--- src/rtl/relu_bwd_seq.sv ---
// relu_bwd_seq -- ReLU backward (gradient) stage.
//
// Purpose:
//   During the forward pass each activation pushes one mask bit into a FIFO.
//   The bit is 1 when the activation is >= 0 and 0 when its sign bit is set.
//   During the backward pass each incoming gradient pops the oldest mask bit.
//   A mask of 1 passes the gradient through unchanged.
//   A mask of 0 zeroes the gradient; in the leaky build it is scaled instead.
//   The output is registered, so latency is exactly one cycle.
//
// Optional feature:
//   `define RELU_BWD_LEAKY_EN : for mask 0, output = gradient >>> LEAK_SHIFT.
//   When undefined, mask 0 gives 0 and LEAK_SHIFT has no effect.
//
// Ports:
//   clk, rst_n        clock (rising edge), asynchronous active-low reset
//   i_en              block enable (no push/pop when low)
//   i_clr             synchronous flush of FIFO state, errors and output
//   i_fwd_valid/data  forward activation tap (pre-ReLU, signed)
//   i_grad_valid/data upstream gradient (signed)
//   o_valid/o_data    masked gradient; zero whenever o_valid is low
//   o_mask_count      stored mask entries; o_mask_full / o_mask_empty flags
//   o_err_overflow    sticky: forward push dropped while full
//   o_err_underflow   sticky: gradient arrived with an empty FIFO
module relu_bwd_seq #(
  parameter int DATA_WIDTH = 16,
  parameter int MASK_DEPTH = 64,
  parameter int LEAK_SHIFT = 3
) (
  input  logic                          clk,
  input  logic                          rst_n,
  input  logic                          i_en,
  input  logic                          i_clr,
  input  logic                          i_fwd_valid,
  input  logic [DATA_WIDTH-1:0]         i_fwd_data_bus,
  input  logic                          i_grad_valid,
  input  logic [DATA_WIDTH-1:0]         i_grad_data_bus,
  output logic                          o_valid,
  output logic [DATA_WIDTH-1:0]         o_data_bus,
  output logic [$clog2(MASK_DEPTH+1)-1:0] o_mask_count,
  output logic                          o_mask_full,
  output logic                          o_mask_empty,
  output logic                          o_err_overflow,
  output logic                          o_err_underflow
);

  localparam int PW = (MASK_DEPTH > 1) ? $clog2(MASK_DEPTH) : 1;
  localparam int CW = $clog2(MASK_DEPTH + 1);
  localparam logic [CW-1:0] DEPTH_C  = CW'(MASK_DEPTH);
  localparam logic [PW-1:0] LAST_PTR = PW'(MASK_DEPTH - 1);

  // Mask storage: contents are not reset; only pointers and count define validity.
  logic mask_mem_q [MASK_DEPTH];

  logic [PW-1:0]         wr_ptr_q, wr_ptr_d;
  logic [PW-1:0]         rd_ptr_q, rd_ptr_d;
  logic [CW-1:0]         count_q, count_d;
  logic                  full_q, full_d;
  logic                  empty_q, empty_d;
  logic                  valid_q, valid_d;
  logic [DATA_WIDTH-1:0] data_q, data_d;
  logic                  err_ovf_q, err_ovf_d;
  logic                  err_unf_q, err_unf_d;

  logic                  push;
  logic                  pop;
  logic                  rd_mask;
  logic [DATA_WIDTH-1:0] neg_grad;

  // Only the sign bit of the forward activation matters.
  logic unused_fwd_bits;
  assign unused_fwd_bits = ^i_fwd_data_bus[DATA_WIDTH-2:0];

`ifdef RELU_BWD_LEAKY_EN
  // Arithmetic shift keeps the sign and truncates toward -inf.
  assign neg_grad = $signed(i_grad_data_bus) >>> LEAK_SHIFT;
`else
  assign neg_grad = '0;
  // LEAK_SHIFT only matters in the leaky build; this empty block just references it.
  if (LEAK_SHIFT < 0) begin : g_leak_shift_unused
  end
`endif

  assign rd_mask = mask_mem_q[rd_ptr_q];

  always_comb begin
    wr_ptr_d  = wr_ptr_q;
    rd_ptr_d  = rd_ptr_q;
    count_d   = count_q;
    full_d    = full_q;
    empty_d   = empty_q;
    err_ovf_d = err_ovf_q;
    err_unf_d = err_unf_q;
    valid_d   = 1'b0;
    data_d    = '0;
    push      = 1'b0;
    pop       = 1'b0;

    if (i_clr) begin
      wr_ptr_d  = '0;
      rd_ptr_d  = '0;
      count_d   = '0;
      full_d    = 1'b0;
      empty_d   = 1'b1;
      err_ovf_d = 1'b0;
      err_unf_d = 1'b0;
    end else if (i_en) begin
      // Pops only see entries already registered: no same-cycle push bypass.
      pop  = i_grad_valid & ~empty_q;
      // A push while full succeeds only if a pop frees a slot in the same cycle.
      push = i_fwd_valid & (~full_q | pop);

      if (i_fwd_valid && full_q && !pop) err_ovf_d = 1'b1;
      if (i_grad_valid && empty_q)       err_unf_d = 1'b1;

      if (push) wr_ptr_d = (wr_ptr_q == LAST_PTR) ? '0 : wr_ptr_q + PW'(1);
      if (pop) begin
        rd_ptr_d = (rd_ptr_q == LAST_PTR) ? '0 : rd_ptr_q + PW'(1);
        valid_d  = 1'b1;
        data_d   = rd_mask ? i_grad_data_bus : neg_grad;
      end

      case ({push, pop})
        2'b10:   count_d = count_q + CW'(1);
        2'b01:   count_d = count_q - CW'(1);
        default: count_d = count_q;
      endcase
      full_d  = (count_d == DEPTH_C);
      empty_d = (count_d == '0);
    end
  end

  always_ff @(posedge clk) begin
    if (push) mask_mem_q[wr_ptr_q] <= ~i_fwd_data_bus[DATA_WIDTH-1];
  end

  always_ff @(posedge clk or negedge rst_n) begin
    if (!rst_n) begin
      wr_ptr_q  <= '0;
      rd_ptr_q  <= '0;
      count_q   <= '0;
      full_q    <= 1'b0;
      empty_q   <= 1'b1;
      valid_q   <= 1'b0;
      data_q    <= '0;
      err_ovf_q <= 1'b0;
      err_unf_q <= 1'b0;
    end else begin
      wr_ptr_q  <= wr_ptr_d;
      rd_ptr_q  <= rd_ptr_d;
      count_q   <= count_d;
      full_q    <= full_d;
      empty_q   <= empty_d;
      valid_q   <= valid_d;
      data_q    <= data_d;
      err_ovf_q <= err_ovf_d;
      err_unf_q <= err_unf_d;
    end
  end

  assign o_valid         = valid_q;
  assign o_data_bus      = data_q;
  assign o_mask_count    = count_q;
  assign o_mask_full     = full_q;
  assign o_mask_empty    = empty_q;
  assign o_err_overflow  = err_ovf_q;
  assign o_err_underflow = err_unf_q;

endmodule

--- config.mk ---
export PLATFORM = sky130hd
export DESIGN_NAME = relu_bwd_seq
export DESIGN_NICKNAME = d
export VERILOG_FILES = /design/src/rtl/relu_bwd_seq.sv
export SDC_FILE = /design/constraint.sdc
export NUM_CORES = 1
export LEC_CHECK = 0
export ABC_AREA = 1
export BUFFER_PORTS_ARGS = -buffer_cell sky130_fd_sc_hd__buf_4
export CAP_MARGIN = 20
export CORE_MARGIN = 2
export CORE_UTILIZATION = 23
export CTS_CLUSTER_DIAMETER = 150
export DETAILED_ROUTE_END_ITERATION = 10
export PLACE_DENSITY = 0.43
export SLEW_MARGIN = 30
export SYNTH_ARGS = -nofsm -noshare
export SYNTH_HDL_FRONTEND = slang
export SYNTH_SLANG_ARGS = --single-unit
export TNS_END_PERCENT = 20
--- constraint.sdc ---
create_clock -name clk -period 5.2 [get_ports clk]
set_clock_uncertainty 0.15 [all_clocks]
set_input_delay 1.04 -clock clk [delete_from_list [all_inputs] [get_ports clk]]
set_output_delay 1.04 -clock clk [all_outputs]
set_load 0.005 [all_outputs]
# Yosys cells after proc, flatten, opt, wreduce, memory -nomap -nowiden

Memory sizes are Yosys's and may differ from the RTL's.
Index checks and enable logic that the tools add are counted.

RAM bits: 64
Memories: 1
Flip-flop bits (word level): 40
Output and inout port bits: 28

Memories:

| memory     | words | width | rd ports | clocked after Yosys merged registers in | wr ports | RTL line | text |
|---|---|---|---|---|---|---|---|
| mask_mem_q | 64    | 1     | 1        | 0                                       | 1        | 53       | `logic mask_mem_q [MASK_DEPTH];` |

Bitwise logic cells: 6
Equality and inequality tests: 5
Add/subtract/negate cells: 4
Mux-type cells: 34
Reduce and logical (&&, ||, !) cells: 14

Operator list:

| cell                | count |
|---|---|
| $mux 16             | 4 |
| $mux 6              | 8 |
| $mux 7              | 4 |
| $mux 1              | 17 |
| $pmux 7 s2          | 1 |
| $add 6x1->6 const B | 2 |
| $eq 6x6->1 const B  | 2 |
| $reduce_bool 2->1   | 5 |
| $reduce_and 2->1    | 4 |
| $add 7x1->7 const B | 1 |
| $eq 7x7->1 const B  | 1 |
| $logic_not 7->1     | 1 |
| $sub 7x1->7 const B | 1 |
| $logic_and 1x1->1   | 3 |
| $not 1->1           | 3 |
| $and 1x1->1         | 2 |
| $eq 2x1->1 const B  | 1 |
| $eq 2x2->1 const B  | 1 |
| $logic_not 1->1     | 1 |
| $or 1x1->1          | 1 |

# Longest topological paths before layout

Depth in word-level cells: 11
Gate-level depth with buffers: 21
Mapped depth without buffers: 20

# Worst setup path before layout

OpenSTA, ideal clock, no wires.

Path kind: input to register
Start: input port i_grad_valid
End: register empty_q, in the netlist o_mask_empty
Required time: 4977 ps
Library setup time: 73 ps
Setup slack: 2264 ps
Data arrival time: 2713 ps
Stages: 19
Cell sequence: nand2_1 > nand2_1 > nand2_1 > ha_1 > buf_4 > nor2_1 > nor2_1 > ha_1 > inv_1 > nand2_1 > inv_1 > nand2_1 > nand3_1 > nand2_1 > nor2_1 > nand3_1 > nor2_1 > nand2_1 > o21bai_1

Cells in the longest elaborated chain, start to end: 10

Ends and longest elaborated chain:

| item                                            | RTL line | text |
|---|---|---|
| from (decl)                                     | 36       | `input logic i_grad_valid,` |
| $and 1x1->1 (*)                                 | 109      | `pop = i_grad_valid & ~empty_q;` |
| $or 1x1->1                                      | 111      | `push = i_fwd_valid & (~full_q \| pop);` |
| $and 1x1->1                                     | 111      |  |
| $eq 2x1->1 / $eq 2x2->1 (equally long branches) | 123      | `case ({push, pop})` |
| $pmux 7 s2 (*)                                  | 123      |  |
| $mux 7 (*)                                      | 107      | `end else if (i_en) begin` |
| $mux 7 (*)                                      | 99       | `if (i_clr) begin` |
| $logic_not 7->1 (*)                             | 129      | `empty_d = (count_d == '0);` |
| $mux 1 (*)                                      | 107      |  |
| $mux 1 (*)                                      | 99       |  |
| to (signal assigned)                            | 153      | `empty_q <= empty_d;` |
| to (decl)                                       | 59       | `logic empty_q, empty_d;` |

Mark *: on every way between the ends. The rest lies on a longest branch, timed or not. The select of a mux whose other input is x is not followed.
A chain may end at the register's enable or synchronous reset.

# Worst setup path after layout

Start: input port i_grad_valid
End: register full_q, in the netlist o_mask_full

Cells in the longest elaborated chain, start to end: 10

Ends and longest elaborated chain:

| item                                            | RTL line | text |
|---|---|---|
| $and 1x1->1 (*)                                 | 109      |  |
| $or 1x1->1                                      | 111      |  |
| $and 1x1->1                                     | 111      |  |
| $eq 2x1->1 / $eq 2x2->1 (equally long branches) | 123      |  |
| $pmux 7 s2 (*)                                  | 123      |  |
| $mux 7 (*)                                      | 107      |  |
| $mux 7 (*)                                      | 99       |  |
| $eq 7x7->1 (*)                                  | 128      | `full_d = (count_d == DEPTH_C);` |
| $mux 1 (*)                                      | 107      |  |
| $mux 1 (*)                                      | 99       |  |
| to (signal assigned)                            | 152      | `full_q <= full_d;` |
| to (decl)                                       | 58       | `logic full_q, full_d;` |

Marked as above.

==> flow_metrics.env <==
export IMPL_status="finished, final reports clean"
export IMPL_hold_path_class="register to register"
export IMPL_grt_max_degree=65
export IMPL_leakagePower_nw=2.45
export IMPL_drive_gt1_share_pct=15.3
export IMPL_gp_congestion=0.825
export IMPL_grt_ovfl_total=0
export IMPL_worstHoldPathCells=2
export IMPL_postCtsHoldBufs=0
export IMPL_portBuffers=50
export IMPL_synthCells=579
export IMPL_dp_cells=896
export IMPL_io_pin_count=66
export IMPL_cts_setup_buffers=0
export IMPL_wl_met3_um=500
export IMPL_antenna_found_initial=0
export IMPL_ys_ff_latch=104
export IMPL_cpMostUsedCell="nand2_1"
export IMPL_fin_cells=912
export IMPL_syn_num_nets=622
export IMPL_startpoint_type="input port"
export IMPL_cts_max_level=3
export IMPL_dp_hpwl_mm=8.93
export IMPL_fin_crit_sh_pct=60.4
export IMPL_maxCapViolations=0
export IMPL_tritoncts="yes"
export IMPL_ys_warn_count=0
export IMPL_critPathSlowestCell="ha_1"
export IMPL_grt_setup_unrepaired="false"
export IMPL_insertion_delay_ns=0.35
export IMPL_root_buffer="clkbuf_16"
export IMPL_die_h_um=155
export IMPL_crit_chain="buf_4 > nand2_1 > nand2_1 > nand2_1 > ha_1 > nor2_1 > nor2_1 > ha_1 > nand2_1 > o21ai_0 > inv_1 > nand2_1 > nor2_1 > nand3_1 > nor2_1 > nand2_1 > o21ai_1"
export IMPL_setup_viol=0
export IMPL_clk_pin_slew_ns=0.07
export IMPL_slew_limit_headroom_pct=40.8
export IMPL_dieArea_um2=23900
export IMPL_critPathMaxFanout=11
export IMPL_track_usage_pct=11.5
export IMPL_wl_per_cell_um=14.4
export IMPL_drtIter0Drc=264
export IMPL_p_per_area_nw_per_um2=287
export IMPL_finalWorstSetupSlack_ns=2.06
export IMPL_worstMarginPinSlew_ns=0.887
export IMPL_highest_layer="met4"
export IMPL_ir_worst_vdd_mv=0.187
export IMPL_cts_sinks=104
export IMPL_area_growth_pct=17.0
export IMPL_ys_types=35
export IMPL_worst_setup_path_end_kind="register"
export IMPL_synthXorXnorAreaFrac_pct=1.01
export IMPL_grt_pass1_vias=3983
export IMPL_num_vias=4003
export IMPL_dieWidth_um=155
export IMPL_grt_pass1_wl_mm=21.3
export IMPL_finalHoldViolations=0
export IMPL_initial_core_util_pct=23.3
export IMPL_tns_ns=0
export IMPL_finalMaxSlewViolations=0
export IMPL_cts_buffers=9
export IMPL_rows=55
export IMPL_drc_errors=0
export IMPL_wl_met1_mm=5.99
export IMPL_ff2ff_setup_slack_ns=2.26
export IMPL_syn_avg_cell_area_um2=9.02
export IMPL_fmax_mhz=318
export IMPL_yosys_area_share_simple_pct=27.7
export IMPL_rr_worst_depth=17
export IMPL_place_area_um2=5810
export IMPL_synth_mux_area_share_pct=0
export IMPL_post_cts_resized=0
export IMPL_worstPathRequired_ns=5.33
export IMPL_postLayoutCoreUtil_pct=27.2
export IMPL_ant_nets=0
export IMPL_vias_per_cell=4.39
export IMPL_place_ws_ns=1.66
export IMPL_power_mw=1.75
export IMPL_n_antenna_cell=0
export IMPL_coreArea_um2=22400
export IMPL_crit_type="input port to register"
export IMPL_synth_adder_area_share_pct=1.20
export IMPL_route_met2_wl_mm=6.45
export IMPL_finalCriticalPeriod_ns=3.14
export IMPL_synth_top_family_by_area="simple AND/OR/NAND/NOR gates"
export IMPL_ys_seq_area_share_pct=56.0
export IMPL_wl_mm=13.1
export IMPL_synth_compound_area_share_pct=6.90
export IMPL_clk_path_buf_depth=2
export IMPL_design_area_um2=6110
export IMPL_nNetsFinal=665
export IMPL_syn_cell_area_um2=5220
export IMPL_hold_ws_ns=0.371
export IMPL_critPathArrivalTime_ns=3.27
export IMPL_cp_slowest_stage_delay_ns=0.43
export IMPL_drtPass1Iterations=4
-- where the power goes --
part | internal (mW) | total (mW) | leakage (nW) | switching [mW]
sequential | 0.888 | 0.904 | 1.13 | 0.0162
combinational | 0.0597 | 0.170 | 1.18 | 0.110
clock | 0.371 | 0.679 | 0.145 | 0.308
total | 1.32 | 1.75 | 2.45 | 0.434
-- logic make-up after synthesis --
group / after synthesis
buffers and inverters: 77
AND/OR/NAND/NOR: 334
AO/OA/AOI/OAI: 53
adder cells (fa/ha/maj): 5
XOR/XNOR: 6
flip-flops: 104
-- worst max-delay path, delay by kind of cell --
kind / cells / cell delay (ns)
fa+ha+maj: 2 / 0.69
simple gates: 11 / 1.11
compound gates: 2 / 0.23
buf+inv: 2 / 0.19
-- cell usage after synthesis, drive strengths merged --
library cell	n	area share, %
a21boi	16	3.0
a21oi	7	0.67
a221oi	1	0.17
a31oi	1	0.12
buf	16	2.7
clkbuf	4	0.31
clkinv	2	0.14
dfrtp	39	19
dfstp	1	0.50
edfxtp	64	37
ha	5	1.2
inv	55	4.0
nand2	155	11
nand3	73	7.6
nand4	4	0.77
nor2	92	7.1
nor3	10	0.96
o21ai	19	1.8
o21bai	1	0.14
o22ai	8	0.96
xnor2	3	0.50
xor2	3	0.50
-- layer usage --
metal | GRT usage [%] | up-vias
met4 | 3.26 | 0
li1 | - | 1991
met5 | 0 | -
met3 | 2.35 | 9
met2 | 19.3 | 78
met1 | 15.1 | 1925
-- worst paths after layout --
check,startpoint,endpoint
max,i_grad_valid,o_mask_full$_DFFE_PN0P_
min,o_err_underflow$_DFFE_PN0P_,o_err_underflow$_DFFE_PN0P_
max reg2reg,o_mask_empty$_DFFE_PN1P_,o_mask_full$_DFFE_PN0P_
min reg2reg,o_err_underflow$_DFFE_PN0P_,o_err_underflow$_DFFE_PN0P_
max in group asynchronous,rst_n,wr_ptr_q[5]$_DFFE_PN0P_
min in group asynchronous,rst_n,o_data_bus[15]$_DFF_PN0_
-- cell usage in the layout (no fill, tap or decap), drive strengths merged --
cell type    n
ha           5
clkinvlp     1
a21oi        7
o22ai        8
dfstp        1
o21bai       1
inv         58
nor3        10
clkinv       2
o21ai       19
xnor2        3
clkbuf      12
dfrtp       39
nand2      155
nand4        4
nor2        92
nand3       73
a21boi      16
xor2         3
edfxtp      64
a31oi        1
buf         52
a221oi       1
-- state kept, by name (all words and copies together) (netlist names) --
| name | flops |
|---|---|
| o_mask_full | 1 |
| o_err_overflow | 1 |
| rd_ptr_q | 6 |
| o_mask_count | 7 |
| o_err_underflow | 1 |
| o_mask_empty | 1 |
| wr_ptr_q | 6 |
| o_valid | 1 |
| o_data_bus | 16 |
| mask_mem_q | 64 |
-- cell type report --
cell class	instances	area, um^2
clock buffer	12	268
multi-input combinational	398	1920
fill	2430	16300
timing repair buffer	52	390
clock inverter	4	31.3
inverter	57	219
sequential	104	2920
tap	285	357
Power figures use the tool's default switching activity.
